==> config.mk <==
export PLATFORM = sky130hd
export DESIGN_NAME = map_loader_flat
export DESIGN_NICKNAME = d
export VERILOG_FILES = /design/src/rtl/map_pkg.sv /design/src/rtl/map_loader_if.sv /design/src/rtl/map_ram.sv /design/src/rtl/map_loader.sv /design/src/flat_wrapper.sv
export SDC_FILE = /design/constraint.sdc
export NUM_CORES = 1
export LEC_CHECK = 0
export ABC_CLOCK_PERIOD_IN_PS = 2700
export BUFFER_PORTS_ARGS = -buffer_cell sky130_fd_sc_hd__buf_2
export CAP_MARGIN = 25
export CELL_PAD_IN_SITES_DETAIL_PLACEMENT = 1
export CELL_PAD_IN_SITES_GLOBAL_PLACEMENT = 2
export CORE_MARGIN = 1
export CORE_UTILIZATION = 34
export CTS_BUF_LIST = sky130_fd_sc_hd__clkbuf_16
export CTS_CLUSTER_DIAMETER = 80
export DETAILED_ROUTE_END_ITERATION = 10
export GPL_ROUTABILITY_DRIVEN = 0
export PLACE_DENSITY = 0.66
export SLEW_MARGIN = 5
export SYNTH_ARGS = -nofsm -noshare
export SYNTH_HDL_FRONTEND = slang
export SYNTH_HIERARCHICAL = 1
export SYNTH_SLANG_ARGS = --single-unit
==> constraint.sdc <==
create_clock -name clk -period 2.7 [get_ports clk]
set_input_delay 0.27 -clock clk [delete_from_list [all_inputs] [get_ports clk]]
set_output_delay 0.27 -clock clk [all_outputs]
set_load 0.01 [all_outputs]
==> src/rtl/map_pkg.sv <==
// -----------------------------------------------------------------------------
// map_pkg
// Shared definitions for the map loading path: map geometry, stream magic
// byte, spawn angle constants, the loader state encoding and a helper that
// turns the 2-bit spawn direction into degrees.
// Ports: none (package).
// -----------------------------------------------------------------------------
package map_pkg;

   localparam int MAP_W      = 8;              // map is MAP_W x MAP_W cells
   localparam int CELL_W     = 2;              // bits per cell
   localparam int MAP_CELLS  = 64;             // MAP_W * MAP_W
   localparam int ADDR_W     = 6;              // log2(MAP_CELLS)
   localparam int DATA_BYTES = 16;             // MAP_CELLS / cells-per-byte

   localparam logic [7:0] MAGIC = 8'hA5;

   localparam logic [8:0] ANGLE_0   = 9'd0;
   localparam logic [8:0] ANGLE_90  = 9'd90;
   localparam logic [8:0] ANGLE_180 = 9'd180;
   localparam logic [8:0] ANGLE_270 = 9'd270;

   typedef enum logic [2:0] {
      S_IDLE   = 3'd0,
      S_MAGIC  = 3'd1,
      S_SPAWN  = 3'd2,
      S_DATA   = 3'd3,
      S_UNPACK = 3'd4,
      S_CSUM   = 3'd5,
      S_DONE   = 3'd6,
      S_ERR    = 3'd7
   } loader_state_t;

   function automatic logic [8:0] dir_to_angle(input logic [1:0] dir);
      logic [8:0] angle;
      case (dir)
         2'd0:    angle = ANGLE_0;
         2'd1:    angle = ANGLE_90;
         2'd2:    angle = ANGLE_180;
         default: angle = ANGLE_270;
      endcase
      return angle;
   endfunction

endpackage

==> src/rtl/map_loader_if.sv <==
// -----------------------------------------------------------------------------
// map_loader_if
// Byte stream channel feeding the map loader.
// Handshake: the source drives in_data/in_valid, the loader drives in_ready.
// A byte transfers on a rising clk edge where in_valid && in_ready are both 1.
// in_ready depends only on loader state, never on in_valid, so the source may
// raise or drop in_valid in any cycle; a low in_valid simply stalls.
// Signals:
//   in_data  [7:0] stream byte            (master -> slave)
//   in_valid       in_data is meaningful  (master -> slave)
//   in_ready       loader accepts a byte  (slave  -> master)
// -----------------------------------------------------------------------------
interface map_loader_if;

   logic [7:0] in_data;
   logic       in_valid;
   logic       in_ready;

   modport master (output in_data, output in_valid, input in_ready);
   modport slave  (input in_data, input in_valid, output in_ready);

endinterface

==> src/rtl/map_ram.sv <==
// -----------------------------------------------------------------------------
// map_ram
// 64 x 2-bit map storage: synchronous write, asynchronous read. Not reset, so
// the map survives a loader reset.
// Ports:
//   clk        system clock
//   i_wr_en    write strobe
//   i_wr_addr  write cell address (y*8 + x)
//   i_wr_data  cell value
//   i_rd_addr  read cell address
//   o_rd_data  cell value at i_rd_addr (combinational)
// -----------------------------------------------------------------------------
module map_ram
   import map_pkg::*;
(
   input  logic              clk,
   input  logic              i_wr_en,
   input  logic [ADDR_W-1:0] i_wr_addr,
   input  logic [CELL_W-1:0] i_wr_data,
   input  logic [ADDR_W-1:0] i_rd_addr,
   output logic [CELL_W-1:0] o_rd_data
);

   logic [CELL_W-1:0] r_mem [MAP_CELLS];

   always_ff @(posedge clk) begin
      if (i_wr_en) begin
         r_mem[i_wr_addr] <= i_wr_data;
      end
   end

   assign o_rd_data = r_mem[i_rd_addr];

endmodule

==> src/rtl/map_loader.sv <==
// -----------------------------------------------------------------------------
// map_loader
// Parses a 19-byte level stream (magic, spawn pose, 16 packed map bytes,
// XOR checksum), unpacks each map byte into four consecutive map RAM writes
// and publishes the spawn pose only when the whole load is clean. The map RAM
// sits alongside the loader here and exposes a read port for map readers.
// Ports:
//   clk, rst        system clock, asynchronous active-high reset
//   start           level; begins a load from IDLE/DONE/ERR
//   s_in            byte stream (in_data/in_valid in, in_ready out)
//   wr_en/addr/data map RAM write port (also visible to outside observers)
//   spawn_x/y/angle committed player spawn pose
//   busy/done/error load status levels
//   rd_addr/rd_data map RAM read port
//   dbg_state       current loader state
// -----------------------------------------------------------------------------
module map_loader
   import map_pkg::*;
(
   input  logic              clk,
   input  logic              rst,
   input  logic              start,
   map_loader_if.slave       s_in,
   output logic              wr_en,
   output logic [ADDR_W-1:0] wr_addr,
   output logic [CELL_W-1:0] wr_data,
   output logic [2:0]        spawn_x,
   output logic [2:0]        spawn_y,
   output logic [8:0]        spawn_angle,
   output logic              busy,
   output logic              done,
   output logic              error,
   input  logic [ADDR_W-1:0] rd_addr,
   output logic [CELL_W-1:0] rd_data,
   output loader_state_t     dbg_state
);

   loader_state_t r_state;
   loader_state_t w_next;

   logic [7:0]        r_byte;        // map byte being unpacked
   logic [1:0]        r_k;           // cell index within r_byte
   logic [3:0]        r_byte_cnt;    // map byte index 0..15
   logic [ADDR_W-1:0] r_addr;        // next cell address
   logic [7:0]        r_csum;        // running XOR of bytes 1..17
   logic              r_wall;        // spawn cell written non-zero
   logic [2:0]        r_pend_x;
   logic [2:0]        r_pend_y;
   logic [1:0]        r_pend_dir;
   logic [2:0]        r_spawn_x;
   logic [2:0]        r_spawn_y;
   logic [8:0]        r_spawn_angle;

   logic              w_in_ready;
   logic              w_accept;
   logic              w_last_cell;
   logic              w_load_ok;
   logic [CELL_W-1:0] w_cell;

   assign w_accept    = w_in_ready && s_in.in_valid;
   assign w_cell      = r_byte[{r_k, 1'b0} +: CELL_W];
   assign w_last_cell = (r_k == 2'd3);
   assign w_load_ok   = (s_in.in_data == r_csum) && !r_wall;

   // ---------------- state register ----------------
   always_ff @(posedge clk or posedge rst) begin
      if (rst) begin
         r_state <= S_IDLE;
      end else begin
         r_state <= w_next;
      end
   end

   // ---------------- next state and status outputs ----------------
   always_comb begin
      w_next     = r_state;
      w_in_ready = 1'b0;
      wr_en      = 1'b0;
      busy       = 1'b0;
      done       = 1'b0;
      error      = 1'b0;
      case (r_state)
         S_IDLE, S_DONE, S_ERR: begin
            done  = (r_state == S_DONE);
            error = (r_state == S_ERR);
            if (start) begin
               w_next = S_MAGIC;
            end
         end
         S_MAGIC: begin
            w_in_ready = 1'b1;
            busy       = 1'b1;
            if (s_in.in_valid) begin
               w_next = (s_in.in_data == MAGIC) ? S_SPAWN : S_ERR;
            end
         end
         S_SPAWN: begin
            w_in_ready = 1'b1;
            busy       = 1'b1;
            if (s_in.in_valid) begin
               w_next = S_DATA;
            end
         end
         S_DATA: begin
            w_in_ready = 1'b1;
            busy       = 1'b1;
            if (s_in.in_valid) begin
               w_next = S_UNPACK;
            end
         end
         S_UNPACK: begin
            wr_en = 1'b1;
            busy  = 1'b1;
            if (w_last_cell) begin
               w_next = (r_byte_cnt == 4'(DATA_BYTES - 1)) ? S_CSUM : S_DATA;
            end
         end
         S_CSUM: begin
            w_in_ready = 1'b1;
            busy       = 1'b1;
            if (s_in.in_valid) begin
               w_next = w_load_ok ? S_DONE : S_ERR;
            end
         end
         default: w_next = S_IDLE;
      endcase
   end

   // ---------------- datapath ----------------
   always_ff @(posedge clk or posedge rst) begin
      if (rst) begin
         r_byte        <= '0;
         r_k           <= '0;
         r_byte_cnt    <= '0;
         r_addr        <= '0;
         r_csum        <= '0;
         r_wall        <= 1'b0;
         r_pend_x      <= '0;
         r_pend_y      <= '0;
         r_pend_dir    <= '0;
         r_spawn_x     <= '0;
         r_spawn_y     <= '0;
         r_spawn_angle <= '0;
      end else begin
         case (r_state)
            S_IDLE, S_DONE, S_ERR: begin
               if (start) begin
                  r_k        <= '0;
                  r_byte_cnt <= '0;
                  r_addr     <= '0;
                  r_csum     <= '0;
                  r_wall     <= 1'b0;
               end
            end
            S_SPAWN: begin
               if (w_accept) begin
                  // Held as pending until the checksum confirms the stream.
                  r_pend_x   <= s_in.in_data[2:0];
                  r_pend_y   <= s_in.in_data[5:3];
                  r_pend_dir <= s_in.in_data[7:6];
                  r_csum     <= r_csum ^ s_in.in_data;
               end
            end
            S_DATA: begin
               if (w_accept) begin
                  r_byte <= s_in.in_data;
                  r_csum <= r_csum ^ s_in.in_data;
               end
            end
            S_UNPACK: begin
               r_k <= r_k + 2'd1;
               // Hold at the last cell rather than wrap back to 0.
               if (r_addr != ADDR_W'(MAP_CELLS - 1)) begin
                  r_addr <= r_addr + 1'b1;
               end
               if (w_last_cell) begin
                  r_byte_cnt <= r_byte_cnt + 4'd1;
               end
               // {y, x} is exactly y*8 + x for an 8-wide map.
               if ((r_addr == {r_pend_y, r_pend_x}) && (w_cell != '0)) begin
                  r_wall <= 1'b1;
               end
            end
            S_CSUM: begin
               if (w_accept && w_load_ok) begin
                  r_spawn_x     <= r_pend_x;
                  r_spawn_y     <= r_pend_y;
                  r_spawn_angle <= dir_to_angle(r_pend_dir);
               end
            end
            default: ;
         endcase
      end
   end

   assign s_in.in_ready = w_in_ready;
   assign wr_addr       = r_addr;
   assign wr_data       = w_cell;
   assign spawn_x       = r_spawn_x;
   assign spawn_y       = r_spawn_y;
   assign spawn_angle   = r_spawn_angle;
   assign dbg_state     = r_state;

   map_ram u_ram (
      .clk       (clk),
      .i_wr_en   (wr_en),
      .i_wr_addr (r_addr),
      .i_wr_data (w_cell),
      .i_rd_addr (rd_addr),
      .o_rd_data (rd_data)
   );

endmodule

==> src/flat_wrapper.sv <==
// flat-port wrapper written by rule: the top's interface ports become plain ports
module map_loader_flat import map_pkg::*;
  (clk, rst, start, wr_en, wr_addr, wr_data, spawn_x, spawn_y, spawn_angle, busy, done, error, rd_addr, rd_data, dbg_state, s_in_in_data, s_in_in_valid, s_in_in_ready);
  map_loader_if s_in_i ();
  input  logic clk;
  input  logic rst;
  input  logic start;
  output logic wr_en;
  output logic [ADDR_W-1:0] wr_addr;
  output logic [CELL_W-1:0] wr_data;
  output logic [2:0] spawn_x;
  output logic [2:0] spawn_y;
  output logic [8:0] spawn_angle;
  output logic busy;
  output logic done;
  output logic error;
  input  logic [ADDR_W-1:0] rd_addr;
  output logic [CELL_W-1:0] rd_data;
  output loader_state_t dbg_state;
  input wire logic [$bits(s_in_i.in_data)-1:0] s_in_in_data;
  input wire logic [$bits(s_in_i.in_valid)-1:0] s_in_in_valid;
  output wire logic [$bits(s_in_i.in_ready)-1:0] s_in_in_ready;
  assign s_in_i.in_data = s_in_in_data;
  assign s_in_i.in_valid = s_in_in_valid;
  assign s_in_in_ready = s_in_i.in_ready;
  map_loader u_core (.clk(clk), .rst(rst), .start(start), .s_in(s_in_i), .wr_en(wr_en), .wr_addr(wr_addr), .wr_data(wr_data), .spawn_x(spawn_x), .spawn_y(spawn_y), .spawn_angle(spawn_angle), .busy(busy), .done(done), .error(error), .rd_addr(rd_addr), .rd_data(rd_data), .dbg_state(dbg_state));
endmodule
After elaboration in Yosys (flattened, before gate mapping)
Memory sizes are Yosys's and may differ from the RTL's.
Cells that the tools add are included.
Widths: inputs -> output; s select.
{ "word_totals": {"regBits": 55, "inputBits": 18, "output_inout_bits": 33, "ram_bits": 128, "wordCells": 98, "mem_count": 1} }
{ "op_classes": {"n_shift": 1, "eq_ne": 24, "n_mux": 32, "n_reduce_logical": 23, "n_addsub": 3, "bitwise": 1} }
{ "mem_list": {"columns": ["memory", "words", "word_bits", "rd", "rd_clocked_by_memory_dff", "write_ports", "line", "text"], "rows": [
  ["u_core.u_ram.r_mem", 64, 2, 1, 0, 1, "map_ram.sv:24", "logic [CELL_W-1:0] r_mem [MAP_CELLS];"]
]} }
{ "ops": {"columns": ["op", "n"], "rows": [
  ["$pmux 9 s3", 1],
  ["$mux 3", 8],
  ["$pmux 3 s6", 1],
  ["$mux 8", 2],
  ["$pmux 8 s2", 1],
  ["$eq 3x3->1 const B", 4],
  ["$mux 6", 2],
  ["$pmux 6 s2", 1],
  ["$reduce_and 3->1", 4],
  ["$mux 1", 10],
  ["$ne 2x2->1 const B", 5],
  ["$eq 8x8->1", 1],
  ["$eq 8x8->1 const B", 1],
  ["$mux 4", 2],
  ["$ne 2x1->1 const B", 4],
  ["$pmux 4 s2", 1],
  ["$reduce_and 2->1", 4],
  ["$shiftx 8x4->2", 1],
  ["$xor 8x8->8", 1],
  ["$add 6x1->6 const B", 1],
  ["$eq 3x2->1 const B", 2],
  ["$eq 6x6->1", 1],
  ["$ne 6x6->1 const B", 1],
  ["$reduce_and 6->1", 1],
  ["other kinds (18)", 24]
]} }

Longest topological paths before layout
Gate-level depths: netlist of the first run.
{ "depth": {"word_depth": 6, "depth_mapped": 8, "depth_no_buf": 6} }

Modules after synthesis
The synthesis of the first run kept the hierarchy.
{ "by_module_without_submodules": {"columns": ["module", "instances", "cells_each", "area_each_um2", "seq_area_each_um2"], "rows": [
  ["map_ram", 1, 322, 5357.6, 3843.7],
  ["map_loader", 1, 271, 2995.4, 1301.2]
]} }

Worst setup path after synthesis of the first run
Ideal clock, no wire load.
{ "synth_timing": {"kind": "register to register", "startpoint": "register u_core.r_state[2], in the netlist u_core/dbg_state[2]", "endpoint": "memory u_core.u_ram.r_mem[62][0] (enable)", "setup_time_ns": 0.311, "path_stages_with_launch": 8, "required_time_ns": 2.389, "t_arrival_ns": 1.819, "path_slack_ns": 0.570, "n_path_buf": 2, "synth_period_minus_slack_ns": 2.130, "path_cell_list": "dfrtp_1 -> buf_6 -> or3b_1 -> buf_6 -> inv_2 -> nor2b_1 -> nand3_1 -> nor2_1"} }
{ "synth_via": {"elab_chain_cells": 4} }
{ "synth_rtl": {"columns": ["element", "line", "text"], "rows": [
  ["start, declared", "map_loader.sv:38", "loader_state_t r_state;"],
  ["start signal, assigned", "map_loader.sv:70", "r_state <= w_next;"],
  ["$eq 3x3->1", "map_loader.sv:82", "case (r_state)"],
  ["$mux 1", "map_loader.sv:82", null],
  ["named net wr_en", "flat_wrapper.sv:8", "output logic wr_en;"],
  ["$mux 1", "map_ram.sv:27", "if (i_wr_en) begin"],
  ["$mux 1 (implied by the code)", "map_ram.sv:28", "r_mem[i_wr_addr] <= i_wr_data;"],
  ["end, declared", "map_ram.sv:24", null]
]} }
The timed path passes the listed nets, and every way through them passes these cells.

Worst setup path after layout of the first run
{ "layout_timing": {"startpoint": "memory u_core.u_ram.r_mem[34][0]", "endpoint": "output port rd_data[0]"} }
{ "layout_via": {"elab_chain_cells": 1} }
{ "layout_rtl": {"columns": ["element", "line", "text"], "rows": [
  ["$mem_v2 64x2", null, null],
  ["end, declared", "flat_wrapper.sv:18", "output logic [CELL_W-1:0] rd_data;"]
]} }
No other way between the ends.

==> results of run 1 <==
cell families after synthesis:
group	after synthesis
buf+inv	44
mux	65
compound gates	91
simple gates	189
flops	180
fa+ha+maj	8
other cells	1
xor+xnor	15
metal layers:
metal  share of wire (%)  wire length (µm)  vias up  GRT usage, %
li1                    -                 -     2377             -
met2                  50             10500      106          28.7
met3                 3.6               741       18          3.50
met5                   0                 0        -             0
met4                 1.3               265        0          4.90
met1                  45              9290     2687          22.5
sequential cells by signal, indices dropped and copies added (netlist names):
name / count
u_core/wr_addr: 6
u_core/r_byte: 8
u_core/spawn_x: 3
u_core/r_csum: 8
u_core/r_wall: 1
u_core/r_pend_x: 3
u_core/spawn_angle: 6
u_core/r_k: 2
u_core/r_byte_cnt: 4
u_core/u_ram/r_mem: 128
u_core/dbg_state: 3
u_core/r_pend_y: 3
u_core/r_pend_dir: 2
u_core/spawn_y: 3
cells in the mapped netlist (all sizes together) (3+ instances only):
cell type    n
nor2        79
nand2b       6
a22oi        6
mux2        25
nor2b       18
xnor2       14
nand2       30
a311oi       3
clkbuf      12
nand3b       5
inv         14
nor4         4
nor3         9
mux2i        9
edfxtp     128
buf         18
nand3       12
o211ai       4
o221ai       8
nand4        7
a22o        10
o21a         4
ha           8
mux4        31
o21ai       20
a21o         3
dfrtp       52
a21oi        8
o31ai        7
where the power goes:
part	internal (µW)	switching [µW]
Combinational	868	1530
Sequential	3720	246
Clock	1330	1200
final timing paths:
path,startpoint,depth (start not counted),end
worst max-delay path,u_core/u_ram/r_mem[34][0]$_DFFE_PP_,6,rd_data[0]
worst min-delay path,s_in_in_data[5],2,u_core/r_pend_y[2]$_DFFE_PP0P_
worst max register to register,u_core/dbg_state[2]$_DFFE_PP0P_,7,u_core/r_csum[7]$_DFFE_PP0P_
worst min register to register,u_core/spawn_angle[8]$_DFFE_PP0P_,1,u_core/spawn_angle[8]$_DFFE_PP0P_
max in group asynchronous,rst,4,u_core/spawn_y[2]$_DFFE_PP0P_
min in group asynchronous,rst,3,u_core/spawn_angle[7]$_DFFE_PP0P_
through the flow:
| stage | area, µm² | setup slack (ns) |
|---|---|---|
| floorplan | 8350 | 0.570 |
| global placement | 8970 | 0.317 |
| detailed placement | 8970 | 0.368 |
| CTS | 9590 | 0.172 |
| global route | 9590 | 0.109 |
| finish | 9590 | 0.209 |
area by class of cell:
class                      count  share of cell area [%]
sequential                   180                    53.6
timing repair buffer          67                    4.38
inverter                      14                   0.548
clock inverter                15                    1.96
multi-input combinational    369                    30.9
clock buffer                  17                    4.44
tap                          319                    4.16
==> impl_metrics.ini, run 1 <==
[critical_path]
endpoint_class_of_the_critical_path = primary output
worst-r2r-setup-slack_ns = 0.46
worst-path-buf-inv = 1
worst_path_dominant_cell_family = compound AO/OA/AOI/OAI gates
worst_path_max_delay_cell = sky130_fd_sc_hd__mux4_2
largest_fanout_of_any_net_on_the_critical_path = 1
timing.critical_path.arrival_ns = 2.22
slowest_stage_delay_on_critical_path_ns = 0.47
setup.worst_path.start_class = flop
critical_path_rt_ns = 2.43
path_cells = mux4_2 > a22o_1 > o21ai_0 > a21oi_1 > a211o_1 > buf_2
critical_path_class = flop to primary output

[timing]
slew_violations = 0
period_needed_ns = 2.49
worst_slew_margin_rel_pct = 47.3
skew_ns = 0.0140
least_margin_pin_slew_ns = 0.791
finalSetupViolCount = 0
endpoints_failing_hold = 0
period_share_pct = 92.3
finalSetupTns_ns = 0
worst_hold_slack_ns = 0.174
grt_setup_unrepaired = no
upper_clock_frequency_limit_mhz = 401

[synthesis]
synthesized_area_per_cell_um2 = 14.1
synthesis.area_um2 = 8350
synth-xor-area-share_pct = 1.57
seq_area_frac_synth_pct = 61.6
syn-instance-count = 593
yosysWarnings = 6
synth.distinct_cells = 69
synth_top_area_cell = sky130_fd_sc_hd__edfxtp_1
muxShareOfSynthArea_pct = 13.1
dominant_combinational_cell_family_by_area_after_synthesis = multiplexers
synth_fa_ha_area_share_pct = 1.20
synth-compound-area-share_pct = 8.03
synthSimpleGateAreaFrac_pct = 11.5
synth_edf_count = 128
synth-seq-cells = 180
ys_async_sr_fraction_pct = 28.9
dominantRegCellSynth = sky130_fd_sc_hd__edfxtp_1
synth_nets = 619
post_synth_main_area_contributors = sky130_fd_sc_hd__edfxtp_1 (46%), sky130_fd_sc_hd__dfrtp_1 (16%), sky130_fd_sc_hd__mux4_2 (8.4%)
synth_top_cell_area_share_pct = 46.0

[clocking]
cts_hold_repair.buffers = 1
root_buffer = sky130_fd_sc_hd__clkbuf_16
clock_latency_ns = 0.44
cts-resized-gates = 0
clk_pin_slew_ns = 0.07
cts_buffer_depth = 2
post-cts-setup-buffer-count = 0
tritoncts.num_buffers = 17
clock_sink_count = 180
cts_htree_levels = 4
cts_tree = yes

[die]
coreArea_um2 = 23800
floorplan.die_area_um2 = 25200
chipHeight_um = 159
fp-row-count = 56
io-pin-count = 51
floorplan.die.width_um = 159
start_util_pct = 35.2

[finish]
multi_input_area_um2 = 2960
n_fill_cell = 2459
reg_area_um2 = 5140
drive_above_1_share_pct = 24.0
layout_common_cells = sky130_fd_sc_hd__edfxtp_1 (128), sky130_fd_sc_hd__nor2_1 (78), sky130_fd_sc_hd__dfrtp_1 (52)
final_util_pct = 40.4
stdcell_count = 981
nNetsFinal = 675
antenna_cells = 0
syn2layout_area_growth_pct = 14.8
final_common_cell = sky130_fd_sc_hd__edfxtp_1

[power_and_ir_drop]
power_density_nw_per_um2 = 927
leakage_uw = 0.00343
report.power.total_uw = 8890
vdd_drop_max_mv = 0.413

[placement]
port_buffers = 49
place_inst = 948
detailedPlacementHpwl_um = 14500

[detailed_routing]
drtPass1Iterations = 5
drcViolationCount = 0
num_vias = 5188
routedWlPerCell_um = 21.2
drt.antenna.violating_nets = 0
viasPerCell = 5.29
drt_wl_total_um = 20800
drt_iter0_drc = 275

[min_path]
hold_path.class = input pin to flop

[global_route]
global_route_wire_length_before_repair_um = 32900
grt_max_degree = 44
antenna_found_initial = 0
grtUsageTotal_pct = 17.2
first_global_vias = 5597
globalRoute.totalOverflow = 0

[status]
outcome = finished, final reports clean

[flow_run]
maxCapViolCount = 0
No activity file was read; power rests on OpenSTA's default activity.
==> run 2, diff against run 1 <==
- CORE_MARGIN: 1 -> 5
==> run 2 against run 1 <==
Critical path depth unchanged. Non-clock buffer count up 5. Count of clock-buffer cells in the layout unchanged. Largest power group unchanged. Clock skew up 0.0042 ns. Maximum frequency down 1.4%. Final cell count up 1.0%. Critical path type unchanged. Sequential share of layout area down 0.13 points. Sequential cell count unchanged. Global-route usage down 1.9 points. Total power up 0.16%.
==> impl_metrics.ini, run 2 (synthesis results as in run 1) <==
[finish]
final_common_cell = sky130_fd_sc_hd__edfxtp_1
antenna_cells = 0
nNetsFinal = 680
largest_register_ff_count = 128
largest-register = u_core/u_ram/r_mem
layout_common_cells = sky130_fd_sc_hd__edfxtp_1 (128), sky130_fd_sc_hd__nor2_1 (78), sky130_fd_sc_hd__dfrtp_1 (52)
largestRegisters = u_core/u_ram/r_mem x128, u_core/r_byte x8, u_core/r_csum x8
reg_area_um2 = 5140
finalInstanceArea_um2 = 9610
multi_input_area_um2 = 2960
drive_above_1_share_pct = 24.6
n_fill_cell = 2526
syn2layout_area_growth_pct = 15.1

[die]
io-pin-count = 51
coreArea_um2 = 24200
start_util_pct = 34.4
fp-row-count = 57
chipHeight_um = 167
floorplan.die.width_um = 167
floorplan.die_area_um2 = 27800

[detailed_routing]
drt_iter0_drc = 256
drt.antenna.violating_nets = 0
drtPass1Iterations = 4
num_vias = 5143
routedWlPerCell_um = 20.8
viasPerCell = 5.19
drcViolationCount = 0
drt_wl_total_um = 20600

[critical_path]
worstSetupPathDepth = 6
timing.critical_path.arrival_ns = 2.26
setup.worst_path.start_class = flop
worst_path_max_delay_cell = sky130_fd_sc_hd__mux4_2
worstReg2RegEnd = u_core/u_ram/r_mem[48][1]$_DFFE_PP_
critical_path_class = flop to primary output
worst-r2r-setup-slack_ns = 0.41
slowest_stage_delay_on_critical_path_ns = 0.48
path_cells = mux4_2 > a22o_1 > o21ai_0 > a21oi_1 > a211o_1 > buf_2
worst-path-buf-inv = 1
endpoint_class_of_the_critical_path = primary output
crit_start = u_core/u_ram/r_mem[39][0]$_DFFE_PP_
largest_fanout_of_any_net_on_the_critical_path = 1
worst_path_dominant_cell_family = compound AO/OA/AOI/OAI gates
worst_setup_path_endpoint = rd_data[0]
rr_worst_depth = 6
r2r-start = u_core/dbg_state[1]$_DFFE_PP0P_
critical_path_rt_ns = 2.43

[timing]
finalSetupTns_ns = 0
finalSetupViolCount = 0
slew_violations = 0
least_margin_pin_slew_ns = 0.691
period_needed_ns = 2.53
period_share_pct = 93.6
grt_setup_unrepaired = no
worst_slew_margin_rel_pct = 53.9
skew_ns = 0.0182
upper_clock_frequency_limit_mhz = 396
endpoints_failing_hold = 0

[clocking]
post-cts-setup-buffer-count = 0
cts_htree_levels = 4
clock_latency_ns = 0.43
clk_pin_slew_ns = 0.07
cts-resized-gates = 0
clock_sink_count = 180
cts_hold_repair.buffers = 1
root_buffer = sky130_fd_sc_hd__clkbuf_16
cts_buffer_depth = 2
tritoncts.num_buffers = 17
cts_tree = yes

[global_route]
globalRoute.totalOverflow = 0
global_route_wire_length_before_repair_um = 32900
grtUsageTotal_pct = 15.2
grt_max_degree = 49
antenna_found_initial = 0
first_global_vias = 5732

[min_path]
hold_path.class = input pin to flop

[power_and_ir_drop]
power_density_nw_per_um2 = 927
vdd_drop_max_mv = 0.397
report.power.total_uw = 8910
leakage_uw = 0.00345

[flow_run]
maxCapViolCount = 0

[placement]
post_dp_cell_area_um2 = 9000
port_buffers = 49
detailedPlacementHpwl_um = 14300

[status]
outcome = finished, final reports clean
-- run 2: layer usage --
metal / global-route usage [%] / wire, µm / part of all wire (%) / up-vias
li1: - / - / - / 2392
met1: 19.8 / 9300 / 45 / 2663
met2: 25.9 / 10400 / 50 / 78
met3: 3.67 / 753 / 3.7 / 10
met4: 3.77 / 190 / 0.92 / 0
met5: 0 / 0 / 0 / -
-- run 2: report_power, final --
part	internal (µW)	switching (µW)	leakage (µW)	total, µW
registers	3710	266	0.00182	3980
logic	898	1530	0.00133	2430
clock network	1330	1170	0.000291	2500
total	5940	2970	0.00345	8910
-- run 2: how the worst min path moves through the flow --
stage | from | end | slack [ns] | cells past startpoint
finish | s_in_in_data[6] | u_core/r_pend_dir[0]$_DFFE_PP0P_ | 0.16 | 3
global route | s_in_in_data[6] | u_core/r_byte[6]$_DFFE_PP0P_ | 0.15 | 2
CTS | s_in_in_data[6] | u_core/r_pend_dir[0]$_DFFE_PP0P_ | 0.14 | 3
detailed placement | rst | u_core/r_csum[5]$_DFFE_PP0P_ | 0.13 | 2
global placement | rst | u_core/r_csum[5]$_DFFE_PP0P_ | 0.13 | 2
floorplan | s_in_in_data[6] | u_core/r_pend_dir[0]$_DFFE_PP0P_ | 0.39 | 2
-- run 2: worst reg2reg max path, delay by kind of cell (launching register included) --
kind,cells,cell delay [ns]
flip-flops,1,0.47
buffers and inverters,2,0.31
AND/OR/NAND/NOR,4,1.17
-- run 2: metrics by stage --
stage	instances	util [%]	hold WS [ns]	setup WS [ns]
floorplan	593	-	0.387	0.570
global placement	958	37.1	0.131	0.281
detailed placement	958	37.1	0.131	0.310
CTS	991	39.6	0.138	0.123
global route	991	39.6	0.155	0.0394
finish	991	39.6	0.161	0.173
-- run 2: area by class of cell --
cell class / count / area share (%)
inverter: 14 / 0.547
tap: 324 / 4.22
clock buffer: 17 / 4.42
timing repair buffer: 72 / 4.63
multi-input combinational: 369 / 30.8
clock inverter: 15 / 1.87
sequential: 180 / 53.5
==> run 3, diff against run 2 <==
- PLACE_DENSITY: 0.66 -> default
- PLACE_DENSITY_LB_ADDON: default -> 0.1
- SYNTH_HIERARCHICAL: 1 -> default
==> run 3 against run 2 <==
Sequential power about the same. Combinational power down 20%. Register-to-register slack better by 0.02 ns. Largest cell class unchanged. Utilization down 0.25 points. Synthesized area down 4.8%. Die area down 4.5%. Critical path depth down 1. Maximum frequency up 2.3%. Count of clock-buffer cells in the layout unchanged. Critical endpoint is now rd_data[1]. First-iteration DRC count down 14%. Largest power group unchanged.
==> impl_metrics.ini, run 3 <==
[clocking]
cts_htree_levels = 4
post-cts-setup-buffer-count = 0
clk_pin_slew_ns = 0.07
clock_sink_count = 180
cts_buffer_depth = 2
cts_tree = yes
root_buffer = sky130_fd_sc_hd__clkbuf_16
tritoncts.num_buffers = 17
clock_latency_ns = 0.43

[detailed_routing]
routedWlPerCell_um = 20.6
viasPerCell = 4.97
drt_wl_total_um = 19700
drt_iter0_drc = 219
drt.antenna.violating_nets = 0
drtPass1Iterations = 4
num_vias = 4753
drcViolationCount = 0

[critical_path]
endpoint_class_of_the_critical_path = primary output
rr_worst_depth = 4
timing.critical_path.arrival_ns = 2.20
critical_path_class = flop to primary output
critical_path_rt_ns = 2.43
setup.worst_path.start_class = flop
largest_fanout_of_any_net_on_the_critical_path = 1

[timing]
finalSetupViolCount = 0
endpoints_failing_hold = 0
finalSetupTns_ns = 0
period_needed_ns = 2.47
skew_ns = 0.0132
grt_setup_unrepaired = no
upper_clock_frequency_limit_mhz = 405
least_margin_pin_slew_ns = 0.870
worst_slew_margin_rel_pct = 42.0
slew_violations = 0
period_share_pct = 91.5

[die]
coreArea_um2 = 23300
io-pin-count = 51
fp-row-count = 56
chipHeight_um = 163
floorplan.die.width_um = 163
start_util_pct = 34.2
floorplan.die_area_um2 = 26600

[finish]
n_fill_cell = 2449
finalInstanceArea_um2 = 9170
antenna_cells = 0
largest-register = u_core.u_ram.r_mem
largest_register_ff_count = 128
layout_common_cells = sky130_fd_sc_hd__edfxtp_1 (128), sky130_fd_sc_hd__nor2_1 (94), sky130_fd_sc_hd__dfrtp_1 (52)
largestRegisters = u_core.u_ram.r_mem x128, u_core.r_byte x8, u_core.r_csum x8
syn2layout_area_growth_pct = 15.2
drive_above_1_share_pct = 26.1
nNetsFinal = 648
final_common_cell = sky130_fd_sc_hd__edfxtp_1

[placement]
port_buffers = 49
detailedPlacementHpwl_um = 13800
post_dp_cell_area_um2 = 8610

[synthesis]
seq_area_frac_synth_pct = 64.7
ys_async_sr_fraction_pct = 28.9
synth_nets = 591
synthesized_area_per_cell_um2 = 14.0
synth_edf_count = 128
synth-seq-cells = 180
netlist_top_cells_count = sky130_fd_sc_hd__edfxtp_1 (128), sky130_fd_sc_hd__nor2_1 (94), sky130_fd_sc_hd__dfrtp_1 (52), sky130_fd_sc_hd__nand2_1 (40), sky130_fd_sc_hd__o21ai_0 (35)
syn-instance-count = 567
dominantRegCellSynth = sky130_fd_sc_hd__edfxtp_1
synth_top_area_cell = sky130_fd_sc_hd__edfxtp_1
synth.distinct_cells = 53
post_synth_main_area_contributors = sky130_fd_sc_hd__edfxtp_1 (48%), sky130_fd_sc_hd__dfrtp_1 (16%), sky130_fd_sc_hd__mux4_2 (9.1%)
synthesis.area_um2 = 7950
yosysWarnings = 0
synth_most_common_cell = sky130_fd_sc_hd__edfxtp_1
synth_top_cell_area_share_pct = 48.3

[global_route]
global_route_wire_length_before_repair_um = 31200
first_global_vias = 5291
globalRoute.totalOverflow = 0
grtUsageTotal_pct = 15.6
grt_max_degree = 46
antenna_found_initial = 0

[flow_run]
maxCapViolCount = 0

[power_and_ir_drop]
leakage_uw = 0.00331
vdd_drop_max_mv = 0.435
power_density_nw_per_um2 = 902

[min_path]
min_path_cells = 3
hold_path.class = input pin to flop

[status]
outcome = finished, final reports clean
-- run 3: cell count changes after synthesis, moves of 7 or more --
cell and delta:
sky130_fd_sc_hd__a22o_1 -9, sky130_fd_sc_hd__buf_6 -7, sky130_fd_sc_hd__mux2_1 -9, sky130_fd_sc_hd__mux2_2 +15, sky130_fd_sc_hd__mux2_4 -7, sky130_fd_sc_hd__nand2_1 +10
sky130_fd_sc_hd__nand3_1 +8, sky130_fd_sc_hd__nor2_1 +16, sky130_fd_sc_hd__nor2b_1 -11, sky130_fd_sc_hd__o21ai_0 +23, sky130_fd_sc_hd__o21ai_1 -7, sky130_fd_sc_hd__o221ai_1 -7
sky130_fd_sc_hd__xnor2_1 -7, sky130_fd_sc_hd__xor2_1 +10
-- run 3: final timing paths --
kind                                                      from                            endpoint  slack, ns
max in group asynchronous                                  rst        u_core.r_byte[5]$_DFFE_PP0P_       1.56
min in group asynchronous                                  rst   u_core.spawn_angle[3]$_DFFE_PP0P_       0.48
min                                            s_in_in_data[4]        u_core.r_csum[4]$_DFFE_PP0P_       0.14
max reg2reg                    u_core.dbg_state[0]$_DFFE_PP0P_  u_core.u_ram.r_mem[1][1]$_DFFE_PP_       0.43
min reg2reg                  u_core.spawn_angle[2]$_DFFE_PP0P_   u_core.spawn_angle[2]$_DFFE_PP0P_       0.48
max                        u_core.u_ram.r_mem[58][1]$_DFFE_PP_                          rd_data[1]       0.23
-- run 3: critical path: stages, from the launching register on --
cell	delay (ns)
sky130_fd_sc_hd__edfxtp_1	0.38
sky130_fd_sc_hd__mux4_1	0.53
sky130_fd_sc_hd__mux4_2	0.50
sky130_fd_sc_hd__o211ai_2	0.14
sky130_fd_sc_hd__o21ai_1	0.08
sky130_fd_sc_hd__buf_2	0.14
-- run 3: power by group --
part           switching [µW]  internal (µW)  total (µW)
clock network            1120           1200        2320
registers                 242           3760        4010
logic                    1290            655        1940
total                    2650           5620        8270
-- run 3: logic make-up (layout without fill, tap and decap cells) --
logic type / after synthesis / count (layout) / share of synthesized area (%)
simple gates: 192 / 192 / 11.0
compound gates: 67 / 67 / 5.02
buf+inv: 40 / 110 / 2.39
mux: 63 / 63 / 14.0
fa+ha+maj: 6 / 6 / 0.944
other cells: 1 / 1 / 0.0471
flops: 180 / 180 / 64.7
xor+xnor: 18 / 18 / 1.98
-- run 3: metal layers --
metal,vias to the layer above,wire length [µm],share of wire [%],GRT usage (%)
li1,2228,-,-,-
met1,2438,8670,44,20.0
met2,68,10300,52,27.3
met3,19,471,2.4,2.58
met4,0,230,1.2,4.50
met5,-,0,0,0
-- run 3: final cells by class --
class                           count  area, µm²  area share, %
Multi-Input combinational cell    347       2620           28.6
Clock buffer                       17        425           4.64
Sequential cell                   180       5140           56.1
Clock inverter                     15        120           1.31
Tap cell                          319        399           4.35
Inverter                            9       33.8          0.369
Timing Repair Buffer               69        423           4.61
-- run 3: repair_timing --
| item | in CTS | in global routing |
|---|---|---|
| hold buffers | 1 | 0 |
| endpoints found under the hold margin | 27 | 0 |
| gates resized for setup | 0 | 0 |
-- run 3: metrics by stage --
stage / power, µW / util (%) / hold slack (ns) / setup slack (ns) / cells
after CTS: 8440 / 39.4 / 0.123 / 0.166 / 956
after global placement: 6010 / 37.0 / 0.411 / 0.365 / 923
final: 8270 / 39.4 / 0.141 / 0.229 / 956
after floorplan: 5210 / - / 0.387 / 0.696 / 567
after detailed placement: 6100 / 37.0 / 0.412 / 0.339 / 923
after global routing: 8770 / 39.4 / 0.148 / 0.126 / 956
